## src/rtl/qeciphy_bufg_gt_ctrl_pkg.sv

```systemverilog
// Shared types and constants for the BUFG_GT control driver.
package qeciphy_bufg_gt_ctrl_pkg;

    typedef enum logic [1:0] {
        WAIT_SRC = 2'd0,
        CLR_HOLD = 2'd1,
        SETTLE   = 2'd2,
        STABLE   = 2'd3
    } state_t;

    typedef logic [2:0] div_code_t;

    localparam int MIN_CLR_CYCLES = 2;

    function automatic int max_int(input int a, input int b);
        return (a > b) ? a : b;
    endfunction

endpackage

```

## src/rtl/qeciphy_bufg_gt_ctrl_sync_2ff.sv

```systemverilog
// Two-flop synchronizer for src_ready; only present when QECIPHY_BUFG_GT_CTRL_SYNC_EN is defined.
`ifdef QECIPHY_BUFG_GT_CTRL_SYNC_EN
module qeciphy_sync_2ff (
    input  logic i_clk,
    input  logic i_rst_n,
    input  logic i_d,
    output logic o_q
);

    logic r_meta;
    logic r_sync;

    always_ff @(posedge i_clk) begin
        if (!i_rst_n) begin
            r_meta <= 1'b0;
            r_sync <= 1'b0;
        end else begin
            r_meta <= i_d;
            r_sync <= r_meta;
        end
    end

    assign o_q = r_sync;

endmodule
`endif

```

## src/rtl/qeciphy_bufg_gt_ctrl.sv

```systemverilog
// BUFG_GT CE/CLR/DIV sequencer with divide-change handshake and clock-stable report.
// Optional src_ready synchronizer enabled by defining QECIPHY_BUFG_GT_CTRL_SYNC_EN.
module qeciphy_bufg_gt_ctrl
    import qeciphy_bufg_gt_ctrl_pkg::*;
#(
    parameter int        CLR_CYCLES    = 8,
    parameter int        SETTLE_CYCLES = 64,
    parameter div_code_t DIV_RESET     = 3'd0
) (
    input  logic       i_clk,
    input  logic       i_rst_n,
    input  logic       i_src_ready,
    input  logic [2:0] i_div_req,
    input  logic       i_div_req_valid,
    output logic       o_div_req_ready,
    output logic       o_bufg_ce,
    output logic       o_bufg_cemask,
    output logic       o_bufg_clr,
    output logic       o_bufg_clrmask,
    output logic [2:0] o_bufg_div,
    output logic       o_clk_stable
);

    localparam int CNT_W = $clog2(max_int(CLR_CYCLES, SETTLE_CYCLES) + 1);
    localparam logic [CNT_W-1:0] CLR_LOAD    = CNT_W'(CLR_CYCLES);
    localparam logic [CNT_W-1:0] SETTLE_LOAD = CNT_W'(SETTLE_CYCLES);
    localparam logic [CNT_W-1:0] CNT_ONE     = CNT_W'(1);

    generate
        if (CLR_CYCLES < MIN_CLR_CYCLES || SETTLE_CYCLES < 1) begin : g_param_check
            $error("qeciphy_bufg_gt_ctrl: CLR_CYCLES must be >= 2 and SETTLE_CYCLES >= 1");
        end
    endgenerate

    logic w_src;

`ifdef QECIPHY_BUFG_GT_CTRL_SYNC_EN
    qeciphy_sync_2ff u_sync (
        .i_clk   (i_clk),
        .i_rst_n (i_rst_n),
        .i_d     (i_src_ready),
        .o_q     (w_src)
    );
`else
    assign w_src = i_src_ready;
`endif

    state_t           r_state;
    logic [CNT_W-1:0] r_cnt;
    div_code_t        r_pend;
    div_code_t        r_div;
    logic             r_clr;
    logic             r_ce;
    logic             r_stable;
    logic             r_ready;
    logic             w_accept;

    assign w_accept = i_div_req_valid && r_ready;

    // Sequencer: source loss always forces WAIT_SRC; DIV only moves inside CLR_HOLD while CLR is high.
    always_ff @(posedge i_clk) begin
        if (!i_rst_n) begin
            r_state  <= WAIT_SRC;
            r_cnt    <= '0;
            r_pend   <= DIV_RESET;
            r_div    <= DIV_RESET;
            r_clr    <= 1'b1;
            r_ce     <= 1'b0;
            r_stable <= 1'b0;
            r_ready  <= 1'b0;
        end else begin
            if (w_accept) begin
                r_pend <= i_div_req;
            end
            if (r_state != WAIT_SRC && !w_src) begin
                r_state  <= WAIT_SRC;
                r_cnt    <= '0;
                r_clr    <= 1'b1;
                r_ce     <= 1'b0;
                r_stable <= 1'b0;
                r_ready  <= 1'b1;
            end else begin
                case (r_state)
                    WAIT_SRC: begin
                        if (w_src) begin
                            r_state <= CLR_HOLD;
                            r_cnt   <= CLR_LOAD;
                            r_ready <= 1'b0;
                        end else begin
                            r_ready <= 1'b1;
                        end
                    end
                    CLR_HOLD: begin
                        if (r_cnt == CLR_LOAD) begin
                            r_div <= r_pend;
                        end
                        if (r_cnt == CNT_ONE) begin
                            r_state <= SETTLE;
                            r_cnt   <= SETTLE_LOAD;
                            r_clr   <= 1'b0;
                            r_ce    <= 1'b1;
                        end else begin
                            r_cnt <= r_cnt - CNT_ONE;
                        end
                    end
                    SETTLE: begin
                        if (r_cnt == CNT_ONE) begin
                            r_state  <= STABLE;
                            r_stable <= 1'b1;
                            r_ready  <= 1'b1;
                        end else begin
                            r_cnt <= r_cnt - CNT_ONE;
                        end
                    end
                    STABLE: begin
                        if (w_accept) begin
                            r_state  <= CLR_HOLD;
                            r_cnt    <= CLR_LOAD;
                            r_clr    <= 1'b1;
                            r_ce     <= 1'b0;
                            r_stable <= 1'b0;
                            r_ready  <= 1'b0;
                        end else begin
                            r_stable <= 1'b1;
                        end
                    end
                    default: begin
                        r_state  <= WAIT_SRC;
                        r_cnt    <= '0;
                        r_clr    <= 1'b1;
                        r_ce     <= 1'b0;
                        r_stable <= 1'b0;
                        r_ready  <= 1'b1;
                    end
                endcase
            end
        end
    end

    assign o_div_req_ready = r_ready;
    assign o_bufg_ce       = r_ce;
    assign o_bufg_cemask   = 1'b0;
    assign o_bufg_clr      = r_clr;
    assign o_bufg_clrmask  = 1'b0;
    assign o_bufg_div      = r_div;
    assign o_clk_stable    = r_stable;

endmodule

```

## config.mk

```make
export PLATFORM = sky130hd
export DESIGN_NAME = qeciphy_bufg_gt_ctrl
export DESIGN_NICKNAME = d
export VERILOG_FILES = /design/src/rtl/qeciphy_bufg_gt_ctrl_pkg.sv /design/src/rtl/qeciphy_bufg_gt_ctrl_sync_2ff.sv /design/src/rtl/qeciphy_bufg_gt_ctrl.sv
export SDC_FILE = /design/constraint.sdc
export NUM_CORES = 1
export LEC_CHECK = 0
export ABC_AREA = 1
export CORE_MARGIN = 3
export CORE_UTILIZATION = 45
export DETAILED_ROUTE_END_ITERATION = 16
export HOLD_SLACK_MARGIN = 0.12
export PLACE_DENSITY_LB_ADDON = 0.05
export RECOVER_POWER = 100
export SLEW_MARGIN = 20
export SYNTH_ARGS = -nofsm -noshare
export SYNTH_HDL_FRONTEND = slang
export SYNTH_SLANG_ARGS = --single-unit
```

## constraint.sdc

```tcl
create_clock -name i_clk -period 2.25 [get_ports i_clk]
set_input_delay 0.3375 -clock i_clk [delete_from_list [all_inputs] [get_ports i_clk]]
set_output_delay 0.3375 -clock i_clk [all_outputs]
set_load 0.01 [all_outputs]
```

* Word level (Yosys, flattened, before mapping)
Cells that the tools add are included. W data, S select, Z words.
Word-level totals: output and inout port bits 9, bits of input ports 7, bits in registers 19, logic and storage cells 59
Operators by class: mux-type cells 21, reduce and logical (&&, ||, !) cells 15, bitwise logic cells 2, equal/unequal tests 12, add/sub/neg operators 1
Operator list (number):
- $mux W7 | 4
- $pmux W7 S4 | 1
- $reduce_and A3 Y1 | 4
- $ne A2 B2 Y1 const B | 5
- $mux W2 | 4
- $pmux W2 S4 | 1
- $eq A7 B1 Y1 const B | 1
- $eq A7 B4 Y1 const B | 1
- $mux W1 | 7
- $sub A7 B1 Y7 const B | 1
- $ne A3 B3 Y1 const B | 2
- $pmux W1 S2 | 3
- $reduce_bool A2 Y1 | 3
- $eq A2 B2 Y1 const B | 2
- $reduce_and A4 Y1 | 1
- $reduce_bool A4 Y1 | 1
- $pmux W1 S3 | 1
- $eq A2 B1 Y1 const B | 1
- $logic_and A1 B1 Y1 | 2
- $logic_not A2 Y1 | 1
- $not A1 Y1 | 2
- $reduce_and A2 Y1 | 1
- $reduce_or A2 Y1 | 1
- $logic_not A1 Y1 | 1

* Longest topological paths before layout
Gate-level depths: netlist (run 1).
depth after elaboration 4, gate-level depth with buffers 10

* Worst setup path after synthesis (run 1)
Ideal clock, no wire load.
path type flip-flop to flip-flop, from register r_state[0], to register r_div[0], in the netlist o_bufg_div[0], cell stages (with the launch flop) 9, path slack 845 ps, arrival 1286 ps, required time 2131 ps, buffers on the path 0, cells stage by stage dfxtp_1 inv_1 ha_1 nor2_1 inv_1 nand3_1 inv_1 o21ai_0 a21oi_1
On the way: longest elaborated chain between the ends 4
RTL lines:
- from (decl) | RTL line qeciphy_bufg_gt_ctrl.sv:48 | state_t r_state;
- from (signal assigned) | RTL line qeciphy_bufg_gt_ctrl.sv:63 | r_state <= WAIT_SRC;
- from (signal assigned) | RTL line qeciphy_bufg_gt_ctrl.sv:76 | r_state <= WAIT_SRC;
- from (signal assigned) | RTL line qeciphy_bufg_gt_ctrl.sv:86 | r_state <= CLR_HOLD;
- $reduce_bool A2 Y1 | RTL line qeciphy_bufg_gt_ctrl.sv:75 | if (r_state != WAIT_SRC && !w_src) begin
- $logic_and A1 B1 Y1 | RTL line qeciphy_bufg_gt_ctrl.sv:75
- $not A1 Y1 (no line)
- $reduce_and A3 Y1 (no line) (*)
- to (signal assigned) | RTL line qeciphy_bufg_gt_ctrl.sv:95 | r_div <= r_pend;
- to (decl) | RTL line qeciphy_bufg_gt_ctrl.sv:51 | div_code_t r_div;
Every way passes the cells marked *; elsewhere a longest branch is shown, timed or not. A chain may end at the register's enable or synchronous reset.

* Worst setup path in the final report (run 1)
from register r_state[1], to register r_ce, in the netlist o_bufg_ce
On the way: longest elaborated chain between the ends 3
RTL lines:
- $eq A2 B1 Y1, or another cell as far along | RTL line qeciphy_bufg_gt_ctrl.sv:83 | case (r_state)
- $ne A2 B2 Y1 (no line), or another cell as far along
- $reduce_and A3 Y1 (no line) or $reduce_or A2 Y1 (tied branches)
- to (signal assigned) | RTL line qeciphy_bufg_gt_ctrl.sv:79 | r_ce <= 1'b0;
- to (signal assigned) | RTL line qeciphy_bufg_gt_ctrl.sv:101 | r_ce <= 1'b1;
- to (signal assigned) | RTL line qeciphy_bufg_gt_ctrl.sv:120 | r_ce <= 1'b0;
- to (decl) | RTL line qeciphy_bufg_gt_ctrl.sv:53 | logic r_ce;
Several ways; a longest one is shown, not always the timed one.

==> results.md, run 1 <==
- Outcome: finished clean
- Hold path endpoint: r_pend[1]
- Reg-to-Reg End: o_bufg_ce
- Fmax: 566 MHz
- Synthesized area: 1130 um2
- Synth Register Bits: 19
- Worst EP arrival: 2.02 ns
- Worst slack at placement: 0.454 ns
- Switching pwr: 0.776 mW
- Residual DRC count: 0
- Clock skew: 0.00150 ns
- CP endpoint kind: flop
- Global Route Usage Sum: 0.158
- Initial Util: 0.491
- Synth area leaders: dfxtp_1 34%, nand2_1 11%, inv_1 9.3%, nor2_1 8.0%, ha_1 7.8%
- CTS buffer count: 3
- Post-CTS Setup Inserts: 0
- DIE HEIGHT: 56.1 um
- WL met2: 979 um
- Final Cycle Share: 0.785
- Yosys top cell area share: 0.337
- Max incr delay on CP: 0.43 ns
- Ant. Diodes: 0
- FFs w/ async S/R, synth: 0
- Crit start category: flop
- Layout net count: 199
- Critical path class: flop to flop
- Routed Antenna Nets: 0
- H-tree Lvls: 1
- Worst Setup SP: r_state[1]
- Clock Tree Buf Depth: 2
- Count leader, synth: nand2_1
- Layout area overhead: 14.5%
- CP cell instances: inv_1, ha_1, nor2_1, nor2_1, inv_1, a21oi_1, and2_0
- RD Place Congestion: 0.952
- Post-synth top cells: 33 x nand2_1, 28 x inv_1, 24 x nor2_1
- Area of placed instances: 1280 um2
- First-pass GRT wire length: 4090 um
- Initial antenna violation count: 0
- Flop pwr share: 0.317
- Register area share after synthesis: 0.337
- Hold Vio Cnt, Final: 0
- Cts repair resizes: 0
- Worst-Margin Slew: 0.551 ns
- Slew Limit Fails: 0
- Met3 WL: 123 um
- Slowest CP cell: nor2_1
- Hold Path Depth: 2
- Dominant cell type by area after synthesis: dfxtp_1
- Sw Share: 0.475
- Routed vias/inst: 4.97
- Fillers: 226
- Crit Path Max Fanout: 8
- Final hold slack: 0.461 ns
- CTS tree: built
- Post-synth cell types: 22
- Post-synth EDFFs: 0
- Reg-to-reg startpoint: r_state[1]
- Largest net degree at the start of global routing: 12
- M1 wire length: 1230 um
- R2R Setup Slk: 0.48 ns
- Static leakage: 0.648 nW
- Power consumption: 1.63 mW
- CP delay by family, top: simple AND/OR/NAND/NOR gates
- Highest Signal Layer: met4
- Number of global-route vias before repair: 918
- CTS Hold Bufs: 0
- Iteration-0 DRC Markers: 33
- Grt ovf: 0
- Top FF cell, synth: dfxtp_1
- Min-delay worst type: flop to flop
- Worst skew pair latency: 0.30 ns
- Combinational power share: 0.573
- Maximum vdd ir drop: 0.696 mV
- Fin worst setup slack: 0.485 ns
- Die Wd: 56.1 um
- Total number of yosys warnings: 0
- Clk pin slew, worst setup/hold paths: 0.11 ns
- Drt pass-1 iters: 4
- WP buf/inv: 2
- Post-route cell area: 1290 um2
- I/O pins: 16
- Power per cell area: 1260 nW/um2
- Mean Syn Cell Area: 6.72 um2
- Final setup violation count: 0
- Share of cells above drive strength 1: 0.0435
- Post-Route WL: 2360 um
- Clock sink total: 19
- Unrepaired setup endpoints after global routing: no
- Die footprint: 3140 um2
- Fin crit period: 1.77 ns
- Post-synthesis cell count: 168
- Power Internal: 0.858 mW
- Root buffer cell: clkbuf_4
- Via Count: 1053
- Hpwl dp: 1800 um
- WL/cell: 11.1 um
- Rel. slew slack: 0.631
- Rows: 17
- Core ar.: 2300 um2
- Max cap viols: 0
- Port Buf Inserts: 13
- R2r worst-path depth: 7
- Hold path start: r_pend[1]
- Worst EP required: 2.50 ns
- Clock Power Share: 0.110
- Setup_tns: 0 ns
-- how the worst max path moves through the flow --
stage | endpoint | slack, ns | cells past startpoint
final | o_bufg_ce | 0.48 | 7
after floorplan | o_bufg_div[0] | 0.84 | 8
after global placement | r_cnt[5] | 0.49 | 9
after global routing | o_bufg_ce | 0.28 | 7
after CTS | r_state[1] | 0.65 | 6
after detailed placement | r_state[1] | 0.45 | 8
-- sequential cells by signal (all words and copies together), names as in the netlist --
| register | count |
|---|---|
| o_bufg_clr | 1 |
| r_cnt | 7 |
| o_bufg_div | 3 |
| o_clk_stable | 1 |
| o_div_req_ready | 1 |
| o_bufg_ce | 1 |
| r_state | 2 |
| r_pend | 3 |
-- cells by family after synthesis --
logic type	after synthesis	synth area share
AOI/OAI and AO/OA	30	0.142
xor gates and xnor gates	1	0.00776
adders and majority gates	7	0.0776
buffers and inverters	31	0.110
DFF	19	0.337
other	1	0.00332
and+or+nand+nor	79	0.323
-- cell usage in the layout (no fill, tap or decap), drive strengths merged --
master	n
nand3	11
xor2	1
clkdlybuf4s50	5
nor2	27
ha	7
nand2	37
nand3b	1
a21boi	2
a21o	1
o21ai	11
and2	1
inv	29
conb	2
clkinv	1
dfxtp	19
dlygate4sd3	8
nand4	2
a21oi	15
clkbuf	3
o211ai	1
-- metrics by stage --
stage / std cells / utilization
3_5_place_dp: 208 / 0.558
2_1_floorplan: 169 / -
3_3_place_gp: 208 / 0.558
4_1_cts: 212 / 0.570
6_report: 212 / 0.563
5_1_grt: 212 / 0.563
-- metal layers --
layer	vias to the layer above	GRT usage
li1	558	-
met1	466	0.232
met2	25	0.229
met3	4	0.0464
met4	0	0.0305
met5	-	0
-- tightest hold or removal path, stage by stage (launching register included) --
cell	delay (ns)
dfxtp_1	0.31
inv_1	0.06
a21oi_1	0.05
-- power groups by stage --
stage | Clock (mW) | Combinational [mW] | Sequential (mW)
after floorplan | 0 | 0.717 | 0.527
after global routing | 0.197 | 1.08 | 0.533
after global placement | 0 | 0.961 | 0.524
after CTS | 0.187 | 0.962 | 0.521
after detailed placement | 0 | 0.954 | 0.529
final | 0.180 | 0.936 | 0.518
-- layout make-up --
type | count | area (um2) | share of cell area
Clock buffer | 3 | 22.5 | 0.0174
Clock inverter | 1 | 5.00 | 0.00387
Inverter | 29 | 109 | 0.0842
Multi-Input combinational cell | 119 | 611 | 0.472
Sequential cell | 19 | 380 | 0.294
Tap cell | 28 | 35.0 | 0.0271
Timing Repair Buffer | 13 | 130 | 0.101
Power figures use the tool's default switching activity.
==> run 2, diff against run 1 <==
Clock period 2.25 ns to 1.7 ns, I/O delays scaled along.
==> run 2 against run 1 <==
Against the previous run: first-iteration DRC count decreased by 6.1%; count of clock-buffer cells in the layout increased by 1; largest power group unchanged; critical path depth increased by 1; register-to-register slack got worse by 0.33 ns; sequential cell count unchanged; maximum frequency increased by 14%; largest cell class unchanged; design area increased by 3.1%.
==> results.md, run 2 (synthesized netlist as in run 1, its figures left out) <==
- Post-route cell area: 1330 um2
- Final Cycle Share: 0.908
- R2r worst-path depth: 8
- RD Place Congestion: 0.881
- DIE HEIGHT: 56.1 um
- Root buffer cell: clkbuf_4
- Drt pass-1 iters: 5
- Critical path class: flop to flop
- Global route hottest layer: met1
- Final setup violation count: 0
- Crit Path Max Fanout: 6
- Power per cell area: 1660 nW/um2
- Hold Vio Cnt, Final: 0
- R2R Setup Slk: 0.16 ns
- Power consumption: 2.21 mW
- Area of placed instances: 1310 um2
- Hold path start: o_bufg_clr
- Hpwl dp: 1880 um
- Rows: 17
- I/O pins: 16
- Initial Util: 0.491
- Share of cells above drive strength 1: 0.0856
- Met2 GRT Util: 0.234
- First-pass GRT wire length: 4080 um
- Grt ovf: 0
- CP endpoint kind: flop
- Reg-to-Reg End: o_bufg_div[0]
- Fin worst setup slack: 0.157 ns
- Core ar.: 2300 um2
- Layout area overhead: 18.1%
- Hold Path Depth: 2
- Worst EP arrival: 1.74 ns
- Largest register FFs: 7
- Layout net count: 202
- Unrepaired setup endpoints after global routing: no
- Clock skew: 0.00287 ns
- Iteration-0 DRC Markers: 31
- Initial antenna violation count: 0
- Fin crit period: 1.54 ns
- CTS Hold Bufs: 0
- Routed Antenna Nets: 0
- Fin util: 0.580
- Grt met1 use: 0.234
- Clk pin slew, worst setup/hold paths: 0.11 ns
- Hold path endpoint: o_bufg_clr
- Multi-input gate area: 631 um2
- GR Layer Usage met3: 0.0302
- Crit start category: flop
- FF/Latch Area: 383 um2
- Clock sink total: 19
- Reg-to-reg startpoint: r_state[0]
- Die footprint: 3140 um2
- Clock Tree Buf Depth: 2
- Port Buf Inserts: 13
- Maximum vdd ir drop: 0.918 mV
- CTS buffer count: 3
- Static leakage: 0.659 nW
- Die Wd: 56.1 um
- Fmax: 648 MHz
- Max cap viols: 0
- Outcome: finished clean
- Setup_tns: 0 ns
- Post-CTS Setup Inserts: 0
- Fillers: 227
- Ant. Diodes: 0
- WL/cell: 10.9 um
- Routed vias/inst: 4.91
- Global Route Usage Sum: 0.159
- Commonest non-fill, non-tap cell in the layout: nand2_1
- H-tree Lvls: 1
- Highest-count cells in the layout ignoring fill and taps: 33 x nand2_1, 28 x inv_1, 24 x nor2_1, 17 x dfxtp_1, 15 x a21oi_1
- CTS tree: built
- Residual DRC count: 0
- Number of global-route vias before repair: 920
- Slew Limit Fails: 0
- Worst EP required: 1.89 ns
- Post-Route WL: 2340 um
- Worst skew pair latency: 0.29 ns
- Most flop-heavy register: r_cnt
- Min-delay worst type: flop to flop
- Via Count: 1056
- Largest net degree at the start of global routing: 11
- Worst slack at placement: 0.0959 ns
-- run 2: changes by cell type in the layout (fill, tap and decap cells not counted), moves of 2 or more --
| cell | delta |
|---|---|
| buf_4 | +2 |
| dfxtp_2 | +2 |
| dfxtp_1 | -2 |
| nand2_1 | -2 |
| clkbuf_1 | +2 |
-- run 2: repair_timing --
action / 4_1_cts / 5_1_grt
gates resized for setup: 0 / 4
endpoints found under the setup margin: 0 / 6
hold endpoints to repair: 0 / 0
-- run 2: per-stage QoR --
step / hold WS (ns) / cells
finish: 0.460 / 215
CTS: 0.465 / 215
detailed placement: 0.447 / 211
global placement: 0.431 / 211
floorplan: 0.393 / 169
global route: 0.487 / 215
-- run 2: routing by layer --
layer,routed length [um],vias up
met4,31,0
met1,1260,468
met3,88,4
li1,-,563
met5,0,-
met2,965,21
-- run 2: worst max path at each step --
stage | startpoint | depth (start not counted) | to | slack, ns
after global placement | r_state[0] | 8 | o_bufg_div[0] | 0.13
after CTS | r_state[0] | 8 | o_bufg_div[0] | 0.07
after global routing | r_state[1] | 8 | o_bufg_div[1] | 0.004
after floorplan | r_state[0] | 8 | o_bufg_div[0] | 0.29
final | r_state[0] | 8 | o_bufg_div[0] | 0.16
after detailed placement | r_state[0] | 8 | o_bufg_div[0] | 0.1
-- run 2: area by class of cell --
class | instances | share of cell area
sequential | 19 | 0.287
timing repair buffer | 16 | 0.112
tap | 28 | 0.0263
clock buffer | 4 | 0.0197
inverter | 29 | 0.0817
multi-input combinational | 119 | 0.473
-- run 2: power by group --
part	internal [mW]	leakage (nW)	switching, mW
logic	0.503	0.488	0.787
clock network	0.0913	0.0150	0.140
registers	0.578	0.156	0.109
total	1.17	0.659	1.04
-- run 2: critical path, cell delays in order, from the launching register on --
cell	delay, ns
dfxtp_2	0.39
inv_1	0.07
ha_1	0.22
nor2_1	0.22
inv_1	0.11
nand3_1	0.10
inv_1	0.09
o21ai_0	0.16
a21oi_1	0.06
==> run 3, diff against run 2 <==
Settings changed: CAP_MARGIN set to 25.
==> results of run 3 <==
The final DEF is identical to that of run 2; final timing and power are the same.
